## src/rtl/lfsr_pkg.sv

```systemverilog
// Shared constants for the 11-bit pseudo-random sequence generator.
package lfsr_pkg;
    localparam int                    LFSR_WIDTH         = 11;
    localparam logic [LFSR_WIDTH-1:0] LFSR_DEFAULT_TAPS  = 11'h500;
    localparam logic [LFSR_WIDTH-1:0] LFSR_ZERO_SEED_SUB = 11'h001;
endpackage

```

## src/rtl/lfsr_11_bit.sv

```systemverilog
// Free-running Fibonacci LFSR (x^11 + x^9 + 1 by default) with a seed
// loaded on synchronous reset; a zero seed is replaced to avoid lock-up.
module lfsr_11_bit
    import lfsr_pkg::*;
#(
    parameter logic [LFSR_WIDTH-1:0] TAP_MASK = LFSR_DEFAULT_TAPS
) (
    input  logic                  clock,
    input  logic                  reset,
    input  logic [LFSR_WIDTH-1:0] seed,
    output logic [LFSR_WIDTH-1:0] out
);

    logic [LFSR_WIDTH-1:0] out_q;
    logic [LFSR_WIDTH-1:0] out_d;
    logic [LFSR_WIDTH-1:0] seed_load;
    logic                  fb;

    always_comb begin
        fb        = ^(out_q & TAP_MASK);
        out_d     = {out_q[LFSR_WIDTH-2:0], fb};
        // The all-zero state is a fixed point of the shift, so never load it.
        seed_load = (seed == '0) ? LFSR_ZERO_SEED_SUB : seed;
    end

    always_ff @(posedge clock) begin
        if (reset) begin
            out_q <= seed_load;
        end else begin
            out_q <= out_d;
        end
    end

    assign out = out_q;

endmodule

```

## config.mk

```make
export PLATFORM = sky130hd
export DESIGN_NAME = lfsr_11_bit
export DESIGN_NICKNAME = d
export VERILOG_FILES = /design/src/rtl/lfsr_pkg.sv /design/src/rtl/lfsr_11_bit.sv
export SDC_FILE = /design/constraint.sdc
export NUM_CORES = 1
export LEC_CHECK = 0
export ABC_AREA = 0
export CORE_AREA = 3 3 40 42
export DETAILED_ROUTE_END_ITERATION = 6
export DIE_AREA = 0 0 43 45
export MAX_ROUTING_LAYER = met4
export PLACE_DENSITY = 0.69
export RECOVER_POWER = 25
export SLEW_MARGIN = 5
export SYNTH_ARGS = -nofsm -noshare
export SYNTH_HDL_FRONTEND = slang
export SYNTH_SLANG_ARGS = --single-unit
```

## constraint.sdc

```tcl
create_clock -name clock -period 1.15 [get_ports clock]
set_input_delay 0.2875 -clock clock [delete_from_list [all_inputs] [get_ports clock]]
set_output_delay 0.2875 -clock clock [all_outputs]
set_load 0.005 [all_outputs]
```

Word level (Yosys, flattened, before mapping)
Index checks and enable logic that the tools add are counted.
Storage, ports and cells
  bits in registers: 11
  word-level logic and storage cells: 5
  output and inout bits: 11
Cells by class
  reduce and logical (&&, ||, !) cells: 2
  multiplexer cells: 2
Operators with widths (count)
  11-bit 2-to-1 mux: 2
  11-bit logical NOT: 1
  11-bit parity: 1

Logic depth before layout (Yosys ltp)
Gate-level depths: netlist of run 1.
  depth in word-level cells: 3
  gate-level depth with buffers: 3
  gate-level depth less buffers: 3

Worst setup path before layout of run 1
No wires, ideal clock.
  path kind: input port to flip-flop
  from: in reset
  to: reg out_q[2] (netlist: out[2])
  required time: 1.029 ns
  data arrival time: 0.716 ns
  slack: 0.312 ns
  setup time: 0.121 ns
  stages on the path: 2
  buffers on the path: 1
  cell sequence: buf_6 mux2_4
Between the ends
  cells in the longest elaborated chain, start to end: 1
RTL lines
  start: declaration: RTL line lfsr_11_bit.sv:9  | input logic reset,
  11-bit 2-to-1 mux: RTL line lfsr_11_bit.sv:27  | if (reset) begin
  end signal: assignment: RTL line lfsr_11_bit.sv:28  | out_q <= seed_load;
  end signal: assignment: RTL line lfsr_11_bit.sv:30  | out_q <= out_d;
  end: declaration: RTL line lfsr_11_bit.sv:14  | logic [LFSR_WIDTH-1:0] out_q;
No other way between the ends.

Worst setup path after layout of run 1
  from: in seed[3]
  to: reg out_q[0] (netlist: out[0])
Between the ends
  cells in the longest elaborated chain, start to end: 3
RTL lines
  start: declaration: RTL line lfsr_11_bit.sv:10  | input logic [LFSR_WIDTH-1:0] seed,
  11-bit logical NOT: RTL line lfsr_11_bit.sv:23  | seed_load = (seed == '0) ? LFSR_ZERO_SEED_SUB : seed;
  11-bit 2-to-1 mux: RTL line lfsr_11_bit.sv:23
  11-bit 2-to-1 mux: RTL line lfsr_11_bit.sv:27
No other way between the ends.

==> summary.txt, run 1 <==
Run status
  – Status: finished, final reports clean

Pwr
  – Max VDD drop: 0.601 mV
  – Internal: roughly 700 µW
  – NetSw: approximately 220 µW
  – Flop pwr share: slightly below 50%
  – Pwr dens: 1230 nW/µm²
  – Lkg Pwr: about 0.00033 µW
  – Logic gate share of total power: between 20% and 30%
  – Sw Share: 23.0%
  – Clock power frac: 28.2%

Final layout
  – Proportion of layout cells with a drive suffix above 1: a little under half
  – Ant. Diodes: 0
  – Nets@finish: between 70 and 80
  – Storage element area: 230 µm²
  – Fill cells: 128
  – Fin util: approximately three fifths
  – Layout area overhead: 75.9%
  – Multi-input gate area in the final layout: a little under 200 µm²
  – Final Non-Filler Cells: just under 80
  – Largest register FFs: 11

Setup path
  – Worst EP required: roughly 1300 ps
  – Crit path kind: in -> reg
  – Reg2reg setup slack: roughly 300 ps
  – Crit path capture type: flip-flop
  – Max FO, Critical Path: 2
  – Startpoint types: primary input
  – CP arrival: 1320 ps
  – Critical path's slowest cell: dlygate4sd3_1
  – Slowest stage delay, CP: 580 ps
  – FF-to-FF End: out[0]
  – FF-to-FF path depth: 3
  – Reg2reg start: out[8]
  – Crit path cell chain: dlygate4sd3_1, nor4b_2, nand3_1, o211ai_2

Placed design
  – Buffers on Ports: 23
  – RePlAce Congestion: 0.646
  – DP Wirelength: ~780 µm
  – Placed cell count: between 70 and 80

Worst hold path
  – Hold Path Sink: out[6]
  – Cell depth of the worst hold path: 1
  – Worst hold path type: reg -> reg
  – Worst Hold Launch: out[5]

Clock network
  – CTS buffer count: 3
  – Clock transition at path regs: ~70 ps
  – Cts-stage hold buffer count: 0
  – Clock latency on the worst-skew pair: 270 ps
  – CTS Sinks: 11
  – H-Tree Depth: 1
  – TritonCTS clock tree: yes
  – Clock Path Buffers: 2
  – CTS Root Cell: clkbuf_4

STA
  – Final slew viol count: 0
  – Skew final: ~6.3 ps
  – Maximum clock frequency: approximately 0.88 GHz
  – Tightest Pin Transition: 294 ps
  – Final Hold Viols: 0
  – Fin crit period: around 1100 ps
  – Max-Slew Margin vs Limit: between 80% and 90%
  – Tcrit/Tclk final: between 90% and 100%
  – Total negative setup slack: 0 ps
  – Setup violators final: 0

Logic synthesis
  – Leading post-synthesis cells by cell area: dfxtp_1 (51%), mux2_4 (28%), mux2_2 (5.2%)
  – Yosys cell types: 10
  – Post-Syn Area: 432 µm²
  – Synth Net Count: 42
  – Sequential-to-total area share from yosys stat: between 50% and 60%
  – Synth top area share: between 50% and 60%
  – Yosys reg bits: 11
  – Synthesized area per cell: around 15 µm²
  – Syn Inst Count: 29
  – Area leader, netlist: dfxtp_1
  – Synth warn: 0

Global routing
  – First-pass GRT wire length: between 1500 and 2000 µm
  – GRT Total Usage: a little under an eighth
  – Largest net degree at the start of global routing: 10
  – Global route overflow: 0
  – Initial antenna violation count: 0
  – Number of global-route vias before repair: approximately 350

Floorplanning
  – Starting Density: between 30% and 40%
  – Die Width: 43 µm
  – Core Rows: 13
  – Die H: about 45 µm
  – DIE AREA: a little under 2000 µm²
  – Io pins: 24
  – Core box area: roughly 1300 µm²

Detailed routing
  – Residual DRC: 0
  – Initial DRC Count: 2
  – WL per Instance: approximately 13 µm
  – ANT nets after route: 0
  – First drt pass iteration count: 3
  – Post-detailed-routing wire length: ~1000 µm
  – Via-to-Cell Ratio: 4.56
  – DR vias: 360

Flow run
  – Maxcap violations: 0
-- area by class of cell --
cell class / instances / area share [%]
Timing Repair Buffer: 32 / 38.4
Clock buffer: 4 / 3.46
Sequential cell: 11 / 30.3
Tap cell: 15 / 2.47
Multi-Input combinational cell: 17 / 25.4
-- per-stage QoR --
stage	total power (µW)	hold WS, ps	worst slack (ps)	instance area, µm²
4_1_cts	937	490	9.02	748
6_report	936	476	19.5	759
5_1_grt	991	494	-5.02	759
3_3_place_gp	702	474	-274	734
3_5_place_dp	703	479	-299	734
2_1_floorplan	538	422	312	432
-- cell families after synthesis --
family	count (synthesis)	share of synthesized area, %
XOR/XNOR	1	2.03
flip-flops	11	51.0
multiplexers	10	33.0
AND/OR/NAND/NOR	5	8.40
buffers and inverters	1	2.61
AO/OA/AOI/OAI	1	2.90
-- Yosys cell counts --
master / instances
dfxtp_1: 11
nand2_1: 1
o211ai_2: 1
nor4_1: 2
buf_6: 1
xnor2_1: 1
mux2_4: 8
nor4b_2: 1
mux2_2: 2
nand3_1: 1
-- worst max-delay path by stage --
stage                        from  endpoint  slack [ps]
after floorplan             reset    out[2]         310
after global placement      reset   out[10]        -270
after detailed placement    reset   out[10]        -300
final                     seed[3]    out[0]          20
after CTS                  out[2]    out[2]           9
after global routing       out[7]    out[7]          -5
-- routing by layer --
| layer | global-route usage [%] | part of all wire (%) | vias up |
|---|---|---|---|
| met4 | 5.42 | 0.59 | 0 |
| met1 | 13.6 | 42 | 164 |
| li1 | - | - | 175 |
| met5 | - | 0 | - |
| met2 | 17.1 | 47 | 19 |
| met3 | 3.98 | 10 | 2 |
-- power groups by stage --
stage / sequential (µW) / combinational [µW] / clock [µW]
floorplan: 459 / 79.0 / 0
global placement: 456 / 246 / 0
detailed placement: 456 / 247 / 0
CTS: 448 / 219 / 270
global route: 459 / 237 / 294
finish: 452 / 220 / 264
-- critical path, delay by kind of cell --
| kind | cells | cell delay (ps) |
|---|---|---|
| AOI/OAI and AO/OA | 1 | 80 |
| and+or+nand+nor | 2 | 380 |
| buffers and inverters | 1 | 580 |
-- cell usage in the layout, fill, tap and decap left out --
cell type        n
clkbuf_1         1
clkdlybuf4s15_1  9
clkbuf_4         3
o211ai_2         1
nand2_1          1
dfxtp_2          8
buf_4            8
dlygate4sd2_1    3
dfxtp_1          3
clkbuf_2         1
mux2_2           2
xnor2_1          1
nor4b_2          1
nor4_1           2
mux2_4           6
dlygate4sd3_1    2
nand3_1          1
mux2_1           2
clkdlybuf4s50_1  9
-- what timing repair did --
item	in CTS	in global routing
hold endpoints to repair	0	0
endpoints found under the setup margin	13	10
resized for setup	14	15
setup buffers	0	2
Power figures use the tool's default switching activity.
==> inputs of run 2 (changes only) <==
Settings changed: PLACE_DENSITY 0.69 to unset, PLACE_DENSITY_LB_ADDON set to 0.05.
==> run 2 against run 1 <==
  * Die area unchanged
  * Flip-flop and latch count is the same
  * Hold slack lost 0.87 ps
  * Largest cell class unchanged
==> summary.txt, run 2 (synthesized netlist as in run 1, its figures left out) <==
Floorplanning
  – Starting Density: 33.6% (unchanged)
  – Die H: 45 µm (unchanged)
  – DIE AREA: 1940 µm² (unchanged)
  – Core Rows: 13 (unchanged)
  – Die Width: 43 µm (unchanged)
  – Core box area: 1280 µm² (unchanged)
  – Io pins: 24 (unchanged)

STA
  – Tightest Pin Transition: 259 ps (-34.5 ps)
  – Skew final: 2.42 ps (-3.86 ps)
  – Max-Slew Margin vs Limit: 82.6% (+2.3 points)
  – Tcrit/Tclk final: 99.3% (+1.0 points)
  – Final Hold Viols: 0 (unchanged)
  – Total negative setup slack: 0 ps (unchanged)
  – Final slew viol count: 0 (unchanged)
  – Setup violators final: 0 (unchanged)
  – Fin crit period: 1140 ps (+12.1 ps)
  – RSZ-0062 raised after global routing: yes
  – Maximum clock frequency: 0.875 GHz (-1.1%)

Worst hold path
  – Worst hold path type: reg -> reg

Detailed routing
  – Post-detailed-routing wire length: 990 µm (-2.5%)
  – DR vias: 346 (-3.9%)
  – Via-to-Cell Ratio: 4.55 (about the same)
  – Initial DRC Count: 0 (-2)
  – First drt pass iteration count: 1 (-2)
  – Residual DRC: 0 (unchanged)
  – ANT nets after route: 0 (unchanged)
  – WL per Instance: 13.0 µm (+1.4%)

Setup path
  – CP arrival: 1300 ps (-20 ps)
  – Crit path capture type: flip-flop
  – Critical path's slowest cell: clkdlybuf4s50_1
  – Worst EP required: 1310 ps (-30 ps)
  – Slowest stage delay, CP: 480 ps (-100 ps)
  – Startpoint types: primary input
  – Crit path cell chain: clkdlybuf4s50_1, buf_4, mux2_2
  – Max FO, Critical Path: 8 (+6)
  – Crit path kind: in -> reg

Placed design
  – Placed cell count: 71 (-2.7%)
  – DP Area: 707 µm² (-3.7%)
  – RePlAce Congestion: 0.784 (+21%)
  – Buffers on Ports: 23 (unchanged)
  – DP Wirelength: 810 µm (+4.3%)

Clock network
  – CTS buffer count: 3 (unchanged)
  – Cts-stage hold buffer count: 0 (unchanged)
  – CTS Sinks: 11 (unchanged)
  – Clock Path Buffers: 2 (unchanged)
  – H-Tree Depth: 1 (unchanged)
  – TritonCTS clock tree: yes
  – Clock transition at path regs: 70 ps (about the same)
  – Clock latency on the worst-skew pair: 260 ps (about the same)
  – CTS Root Cell: clkbuf_4

Global routing
  – Largest net degree at the start of global routing: 9 (-1)
  – Number of global-route vias before repair: 355 (+0.57%)
  – Initial antenna violation count: 0 (unchanged)
  – First-pass GRT wire length: 1550 µm (unchanged)
  – Global route overflow: 0 (unchanged)
  – GRT Total Usage: 11.8% (+0.43 points)

Pwr
  – Clock power frac: 27.7% (-0.5 points)
  – Flop pwr share: 48.6% (+0.4 points)
  – NetSw: 208 µW (-3.3%)
  – Pwr dens: 1240 nW/µm² (+0.62%)
  – Sw Share: 22.5% (-0.49 points)
  – Logic gate share of total power: 23.7% (+0.2 points)
  – Lkg Pwr: 0.000332 µW (+0.82%)
  – Max VDD drop: 0.590 mV (-1.7%)
  – Internal: 717 µW (-0.57%)

Final layout
  – Commonest non-fill, non-tap cells in the layout: clkdlybuf4s50_1 (12), mux2_4 (8), dlygate4sd2_1 (8)
  – Most common cell after layout, fill and taps aside: clkdlybuf4s50_1
  – Final Non-Filler Cells: 76 (-3.8%)
  – Proportion of layout cells with a drive suffix above 1: 42.6% (-4.3 points)
  – Nets@finish: 75 (-3.8%)
  – Fill cells: 119 (-7.0%)
  – Ant. Diodes: 0 (unchanged)
  – Largest register FFs: 11 (unchanged)
  – Layout area overhead: 72.8%
  – Design Area, Final: 746 µm² (-1.8%)

Run status
  – Status: finished, final reports clean

Flow run
  – Maxcap violations: 0 (unchanged)
## run 2: cell count changes in the layout (fill, tap and decap cells not counted), moves of 2 or more
cell             before  now
buf_4                 8    6
clkdlybuf4s50_1       9   12
mux2_4                6    8
clkdlybuf4s15_1       9    3
dlygate4sd2_1         3    8
mux2_1                2    0
dlygate4sd3_1         2    0
dfxtp_2               8    5
dfxtp_1               3    6
## run 2: critical path: cells and delay by family
kind	cells	cell delay [ps]
multiplexers	1	340
buffers and inverters	2	670
## run 2: worst paths after layout
check / from / end / slack, ps / cells after the start
setup / recovery: reset / out[10] / 7 / 3
hold reg to reg: out[2] / out[3] / 470 / 1
hold / removal: out[2] / out[3] / 470 / 1
setup reg to reg: out[8] / out[0] / 290 / 3
## run 2: metrics by stage
stage                     power [µW]  setup WS (ps)  hold WS, ps  utilization, %
after floorplan                  538            312          422               -
after global placement           689           -253          468            55.0
after detailed placement         695           -282          470            55.0
after CTS                        927           7.26          480            56.3
after global routing             971          -23.5          496            58.0
final                            925           7.48          475            58.0
## run 2: repair_timing
| item | CTS | global route |
|---|---|---|
| gates resized for setup | 14 | 6 |
| buffers inserted | 0 | 1 |
| gates cloned | 0 | 0 |
| endpoints found under the setup margin | 11 | 11 |
| pin swaps | 0 | 0 |
## run 2: final cells by class
class                      instances  area [µm²]  share of cell area [%]
sequential                        11         226                    30.4
timing repair buffer              29         265                    35.6
multi-input combinational         17         209                    28.0
clock buffer                       4        26.3                    3.52
tap                               15        18.8                    2.52
## run 2: power by group through the flow
stage	registers, µW	clock network (µW)	logic [µW]
finish	450	256	219
detailed placement	456	0	239
CTS	449	267	212
floorplan	459	0	79.0
global route	455	281	234
global placement	454	0	235
## run 2: metal layers
metal / vias to the layer above / GRT usage (%) / share of wire, %
met5: - / - / 0
met4: 0 / 7.23 / 0.40
met3: 2 / 4.38 / 8.9
met2: 17 / 19.2 / 51
met1: 158 / 12.2 / 40
li1: 169 / - / -
